`config.mk`:
```
export PLATFORM = sky130hd
export DESIGN_NAME = pipe_csel_adder
export DESIGN_NICKNAME = d
export VERILOG_FILES = /design/src/rtl/csel_pkg.sv /design/src/rtl/csel_seg.sv /design/src/rtl/pipe_csel_adder.sv
export SDC_FILE = /design/constraint.sdc
export NUM_CORES = 1
export LEC_CHECK = 0
export ABC_AREA = 1
export BUFFER_PORTS_ARGS = -buffer_cell sky130_fd_sc_hd__buf_2
export CORE_MARGIN = 10
export CORE_UTILIZATION = 43
export DETAILED_ROUTE_END_ITERATION = 10
export GPL_TIMING_DRIVEN = 1
export SYNTH_ARGS = -nofsm -noshare
export SYNTH_HDL_FRONTEND = slang
export SYNTH_HIERARCHICAL = 1
export SYNTH_SLANG_ARGS = --single-unit
```
`constraint.sdc`:
```
create_clock -name clk -period 2.05 [get_ports clk]
set_input_delay 0.41 -clock clk [delete_from_list [all_inputs] [get_ports clk]]
set_output_delay 0.41 -clock clk [all_outputs]
set_load 0.02 [all_outputs]
```
`src/rtl/csel_pkg.sv`:
```
// Shared constants and helpers for the pipelined carry-select adder.
// Holds the default geometry and the segment-count helper.
package csel_pkg;

    localparam int CSEL_WIDTH = 16;
    localparam int CSEL_BLOCK = 4;

    function automatic int seg_count(input int width, input int block);
        return width / block;
    endfunction

endpackage

```
`src/rtl/csel_seg.sv`:
```
// One carry-select segment: BLOCK-bit dual ripple adder.
// Ports: i_a/i_b segment operands; o_sum0/o_c0 and o_sum1/o_c1 are the
// sum/carry-out for carry-in 0 and 1; o_cm0/o_cm1 carry into the MSB.
module csel_seg
    import csel_pkg::*;
#(
    parameter int BLOCK = CSEL_BLOCK
) (
    input  logic [BLOCK-1:0] i_a,
    input  logic [BLOCK-1:0] i_b,
    output logic [BLOCK-1:0] o_sum0,
    output logic [BLOCK-1:0] o_sum1,
    output logic             o_c0,
    output logic             o_c1,
    output logic             o_cm0,
    output logic             o_cm1
);

    logic [BLOCK:0] w_r0;
    logic [BLOCK:0] w_r1;

    always_comb begin
        w_r0    = '0;
        w_r1    = '0;
        o_sum0  = '0;
        o_sum1  = '0;
        w_r1[0] = 1'b1;
        for (int k = 0; k < BLOCK; k++) begin
            o_sum0[k]  = i_a[k] ^ i_b[k] ^ w_r0[k];
            o_sum1[k]  = i_a[k] ^ i_b[k] ^ w_r1[k];
            w_r0[k+1]  = (i_a[k] & i_b[k]) | ((i_a[k] ^ i_b[k]) & w_r0[k]);
            w_r1[k+1]  = (i_a[k] & i_b[k]) | ((i_a[k] ^ i_b[k]) & w_r1[k]);
        end
    end

    assign o_c0  = w_r0[BLOCK];
    assign o_c1  = w_r1[BLOCK];
    assign o_cm0 = w_r0[BLOCK-1];
    assign o_cm1 = w_r1[BLOCK-1];

endmodule

```
`src/rtl/pipe_csel_adder.sv`:
```
// Two-stage pipelined carry-select adder/subtractor with valid/ready.
// Ports: clk, rst_n (async low); in_valid/in_ready, a, b, cin, sub in;
// out_valid/out_ready, sum, cout (1 = no borrow on sub), ovf out.
module pipe_csel_adder
    import csel_pkg::*;
#(
    parameter int WIDTH = CSEL_WIDTH,
    parameter int BLOCK = CSEL_BLOCK
) (
    input  logic             clk,
    input  logic             rst_n,
    input  logic             in_valid,
    output logic             in_ready,
    input  logic [WIDTH-1:0] a,
    input  logic [WIDTH-1:0] b,
    input  logic             cin,
    input  logic             sub,
    output logic             out_valid,
    input  logic             out_ready,
    output logic [WIDTH-1:0] sum,
    output logic             cout,
    output logic             ovf
);

    localparam int NSEG = seg_count(WIDTH, BLOCK);

    if (BLOCK < 2 || (WIDTH % BLOCK) != 0) begin : g_bad_cfg
        $error("pipe_csel_adder: WIDTH must be a multiple of BLOCK >= 2");
    end

    // ---- S1: conditional segment sums ----
    logic [WIDTH-1:0]            w_b_eff;
    logic                        w_c_eff;
    logic [NSEG-1:0][BLOCK-1:0]  w_sum0;
    logic [NSEG-1:0][BLOCK-1:0]  w_sum1;
    logic [NSEG-1:0]             w_c0;
    logic [NSEG-1:0]             w_c1;
    logic                        w_cm0;
    logic                        w_cm1;

    assign w_b_eff = sub ? ~b : b;
    assign w_c_eff = sub | cin;

    for (genvar i = 0; i < NSEG; i++) begin : g_seg
        if (i == NSEG - 1) begin : g_top
            csel_seg #(.BLOCK(BLOCK)) u_seg (
                .i_a    (a[i*BLOCK +: BLOCK]),
                .i_b    (w_b_eff[i*BLOCK +: BLOCK]),
                .o_sum0 (w_sum0[i]),
                .o_sum1 (w_sum1[i]),
                .o_c0   (w_c0[i]),
                .o_c1   (w_c1[i]),
                .o_cm0  (w_cm0),
                .o_cm1  (w_cm1)
            );
        end else begin : g_low
            // Only the top segment's MSB carry matters for overflow.
            logic w_unused_cm0;
            logic w_unused_cm1;
            csel_seg #(.BLOCK(BLOCK)) u_seg (
                .i_a    (a[i*BLOCK +: BLOCK]),
                .i_b    (w_b_eff[i*BLOCK +: BLOCK]),
                .o_sum0 (w_sum0[i]),
                .o_sum1 (w_sum1[i]),
                .o_c0   (w_c0[i]),
                .o_c1   (w_c1[i]),
                .o_cm0  (w_unused_cm0),
                .o_cm1  (w_unused_cm1)
            );
        end
    end

    logic                        r_s1_valid;
    logic [NSEG-1:0][BLOCK-1:0]  r_s1_sum0;
    logic [NSEG-1:0][BLOCK-1:0]  r_s1_sum1;
    logic [NSEG-1:0]             r_s1_c0;
    logic [NSEG-1:0]             r_s1_c1;
    logic                        r_s1_cm0;
    logic                        r_s1_cm1;
    logic                        r_s1_cin;

    logic                        r_s2_valid;
    logic [WIDTH-1:0]            r_sum;
    logic                        r_cout;
    logic                        r_ovf;

    // Backpressure: a stage may load when empty or when it drains.
    logic w_s2_load;
    logic w_s1_load;

    assign w_s2_load = !r_s2_valid || out_ready;
    assign w_s1_load = !r_s1_valid || w_s2_load;
    assign in_ready  = w_s1_load;

    always_ff @(posedge clk or negedge rst_n) begin
        if (!rst_n) begin
            r_s1_valid <= 1'b0;
            r_s1_sum0  <= '0;
            r_s1_sum1  <= '0;
            r_s1_c0    <= '0;
            r_s1_c1    <= '0;
            r_s1_cm0   <= 1'b0;
            r_s1_cm1   <= 1'b0;
            r_s1_cin   <= 1'b0;
        end else if (w_s1_load) begin
            r_s1_valid <= in_valid;
            if (in_valid) begin
                r_s1_sum0 <= w_sum0;
                r_s1_sum1 <= w_sum1;
                r_s1_c0   <= w_c0;
                r_s1_c1   <= w_c1;
                r_s1_cm0  <= w_cm0;
                r_s1_cm1  <= w_cm1;
                r_s1_cin  <= w_c_eff;
            end
        end
    end

    // ---- S2: ripple the select chain from the effective carry-in ----
    logic [NSEG:0]               w_car;
    logic [NSEG-1:0][BLOCK-1:0]  w_sel;
    logic                        w_cmsb;

    always_comb begin
        w_car    = '0;
        w_sel    = '0;
        w_car[0] = r_s1_cin;
        for (int i = 0; i < NSEG; i++) begin
            w_sel[i]   = w_car[i] ? r_s1_sum1[i] : r_s1_sum0[i];
            w_car[i+1] = w_car[i] ? r_s1_c1[i] : r_s1_c0[i];
        end
        w_cmsb = w_car[NSEG-1] ? r_s1_cm1 : r_s1_cm0;
    end

    always_ff @(posedge clk or negedge rst_n) begin
        if (!rst_n) begin
            r_s2_valid <= 1'b0;
            r_sum      <= '0;
            r_cout     <= 1'b0;
            r_ovf      <= 1'b0;
        end else if (w_s2_load) begin
            r_s2_valid <= r_s1_valid;
            if (r_s1_valid) begin
                r_sum  <= w_sel;
                r_cout <= w_car[NSEG];
                r_ovf  <= w_cmsb ^ w_car[NSEG];
            end
        end
    end

    assign out_valid = r_s2_valid;
    assign sum       = r_sum;
    assign cout      = r_cout;
    assign ovf       = r_ovf;

endmodule

```
==> summary.txt <==
Power
  – Cell Pwr Density: 995 nW/um^2
  – Lkg Pwr: 2.32 nW
  – Peak supply drop: 0.419 mV

Worst setup path
  – CP peak stage delay: 510 ps
  – Critical Path AT: 2370 ps
  – Critical path fanouts, max: 7
  – CP required: 2330 ps
  – Crit path buffers/inverters: 6
  – CP delay by family, top: adder cells
  – Setup CP Type: input pin to flip-flop
  – Critical path cell sequence: buf_8 > buf_12 > xor2_4 > inv_2 > ha_4 > inv_4 > fa_2 > inv_2 > fa_2 > inv_2 > fa_2 > nand2_1 > nand2_1
  – Worst setup SP type: input pin
  – Slowest stage cell on the critical path: fa_2
  – Crit. End Element: flip-flop

Synthesis
  – Sequential area share after synthesis: 44.5%
  – Synth Area in Simple Gates: 20.5%
  – Synth Instances: 411
  – Yosys warnings: 6
  – Register bit total from synthesis: 63
  – Mux share of post-synthesis cell area: 0%
  – Synth Area in Adders: 16.4%
  – Synth Area in Compound Gates: 6.07%
  – Distinct cells, synth: 19
  – Total nets after synthesis: 481
  – Post-Synth XOR/XNOR Area: 3.95%
  – Combinational family with the most area after synthesis: simple AND/OR/NAND/NOR gates
  – Synthesized area: 3540 sq um
  – Mean Syn Cell Area: 8.62 sq um

CTS
  – Total CTS buffers: 9
  – CTS Buffer Depth: 2
  – CTS tree: built
  – Clock Sinks: 63
  – H-tree lvl count: 3
  – Skew-Pair Late Insertion Delay: 340 ps
  – Root Driver: clkbuf_8
  – Reg clk slew, reported paths: 60 ps
  – Hold Buf Count CTS: 0

Floorplanning
  – Chip height: 111 um
  – Die area: 12300 sq um
  – Io pins: 58
  – Initial Util: 43.6%
  – Die width: 111 um
  – Core region area: 8130 sq um
  – Num rows: 33

Route
  – DRT antenna net count: 0
  – Drt total wl: 7.73 mm
  – Routed wire per std cell: 13.2 um
  – Vias per cell: 4.64
  – DR DRC count: 0
  – DRT Pass-1 Iters: 4
  – Vias: 2721
  – Iter 0 DRT Violations: 129

Timing
  – Hold Slack: 69.0 ps
  – Fin worst setup slack: -41.9 ps
  – Tcrit/Tclk final: 102%
  – Setup violators final: 3
  – Relative slew slack: 42.6%
  – RSZ-0062 raised after global routing: yes
  – Slew @ Worst Pin: 859 ps
  – Hold Vio Cnt, Final: 0
  – Fin Clk Skew: 11.1 ps
  – Max frequency: 478 MHz
  – Slew Limit Fails: 0
  – Min Tclk post-route: 2090 ps

GRT
  – Grt total ovfl: 0
  – Largest net degree at the start of global routing: 64
  – Total GRT Usage: 13.2%
  – Initial antenna violation count: 0
  – Number of global-route vias before repair: 2874
  – First-pass GRT wire length: 13.5 mm

Placement
  – Port bufs: 57
  – Final GP Congestion: 0.746
  – Placed insts: 570
  – DPL Wire Length: 5.47 mm

Finish
  – # diodes: 0
  – Final core occ: 53.9%
  – Fill cells: 759
  – Sequential standard cell area: 1580 sq um
  – Fin cells: 587
  – Area Growth Syn to Fin: 23.6%
  – Layout cells sized above 1: 27.4%
  – Layout Nets: 549
  – Area of the multi-input gates: 1800 sq um

Run status
  – Status: finished with violations
  – Violated checks: negative setup slack

Worst hold path
  – Worst min-delay path class: input pin to async pin

Flow run
  – Max-cap violations: 0
==> repair_timing <==
item / in CTS / in global routing
cloned: 1 / 0
resized for setup: 7 / 17
setup buffers: 2 / 0
pin swaps: 2 / 9
setup endpoints to repair: 12 / 12
==> through the flow <==
step           setup slack, ps  total power, mW  cell area (sq um)  TNS [ps]
6_report                 -41.9             4.36               4380     -76.1
3_3_place_gp              -387             3.33               4060     -6090
3_5_place_dp              -453             3.36               4060     -6980
2_1_floorplan             -300             2.83               3630     -2320
5_1_grt                   -120             4.72               4380      -766
4_1_cts                  -46.3             4.38               4320      -114
==> state kept, by name (all words and copies together), names as in the netlist <==
register / cells
r_s1_cm0: 1
out_valid: 1
r_s1_c1: 4
ovf: 1
r_s1_cm1: 1
r_s1_c0: 4
sum: 16
r_s1_sum1: 16
cout: 1
r_s1_valid: 1
r_s1_sum0: 16
r_s1_cin: 1
==> cells in the mapped netlist (all sizes together) <==
master | instances | area (sq um)
a31oi | 4 | 25.0
nor2 | 16 | 60.1
o21ai | 38 | 190
buf | 4 | 22.5
nand2 | 150 | 586
inv | 66 | 248
nand3 | 13 | 82.6
dfrtp | 63 | 1580
clkbuf | 9 | 33.8
fa | 24 | 480
xor2 | 16 | 140
ha | 8 | 100
==> worst reg2reg max path: stages, from the launching register on <==
cell     delay (ps)
dfrtp_1         480
inv_2           180
nand2_4          70
nand3_1         140
nand3_2         170
nand2_4         170
nand2_2          60
nand2_2          70
nand2_1          50
nand3_1          80
nand2_1          50
==> where the power goes <==
| group | switching, mW | internal (mW) | total (mW) |
|---|---|---|---|
| Clock | 0.445 | 0.559 | 1.00 |
| Sequential | 0.211 | 1.62 | 1.83 |
| Combinational | 0.967 | 0.562 | 1.53 |
==> worst paths after layout <==
kind / from / to / slack [ps] / cells past startpoint
setup reg to reg: r_s1_cin / ovf / 420 / 10
hold / removal: rst_n / r_s1_sum0[9] / 70 / 2
setup / recovery: sub / r_s1_sum1[15] / -40 / 13
min in group clk: cin / r_s1_cin / 300 / 3
max in group asynchronous: rst_n / out_valid / 1690 / 2
hold reg to reg: r_s1_sum0[7] / r_s1_sum0[7] / 470 / 2
==> cells in the final DEF (no fill, tap or decap), types with 2 or more instances in the layout <==
master      n
o21ai_0    30
inv_2      14
a31oi_1     4
xor2_1     11
ha_4        2
o21ai_1     8
ha_1        3
nand3_1    11
dfrtp_1    63
inv_1      51
xor2_4      2
nand2_2     3
buf_2      56
nand2_1   145
nand2_4     2
fa_2       17
buf_4      10
xor2_2      3
ha_2        3
fa_1        7
buf_12      2
nor2_1     16
clkbuf_8   13
==> kinds of logic after synthesis <==
group,Yosys count
buffers and inverters,79
DFF,63
AOI/OAI and AO/OA,42
adders and majority gates,32
and+or+nand+nor,179
xor gates and xnor gates,16
==> metal layers <==
metal	share of wire [%]	GRT usage, %	up-vias
li1	-	-	1361
met1	46	16.5	1296
met2	48	21.3	54
met3	5.4	3.90	10
met4	1.3	4.17	0
met5	0	0	-
==> area by class of cell <==
type | count | area share, %
clock buffer | 14 | 4.17
inverter | 66 | 5.71
multi-input combinational | 269 | 41.1
sequential | 63 | 36.0
tap | 105 | 3.00
timing repair buffer | 70 | 10.1
Note: power is estimated with default switching activity, not from simulation.
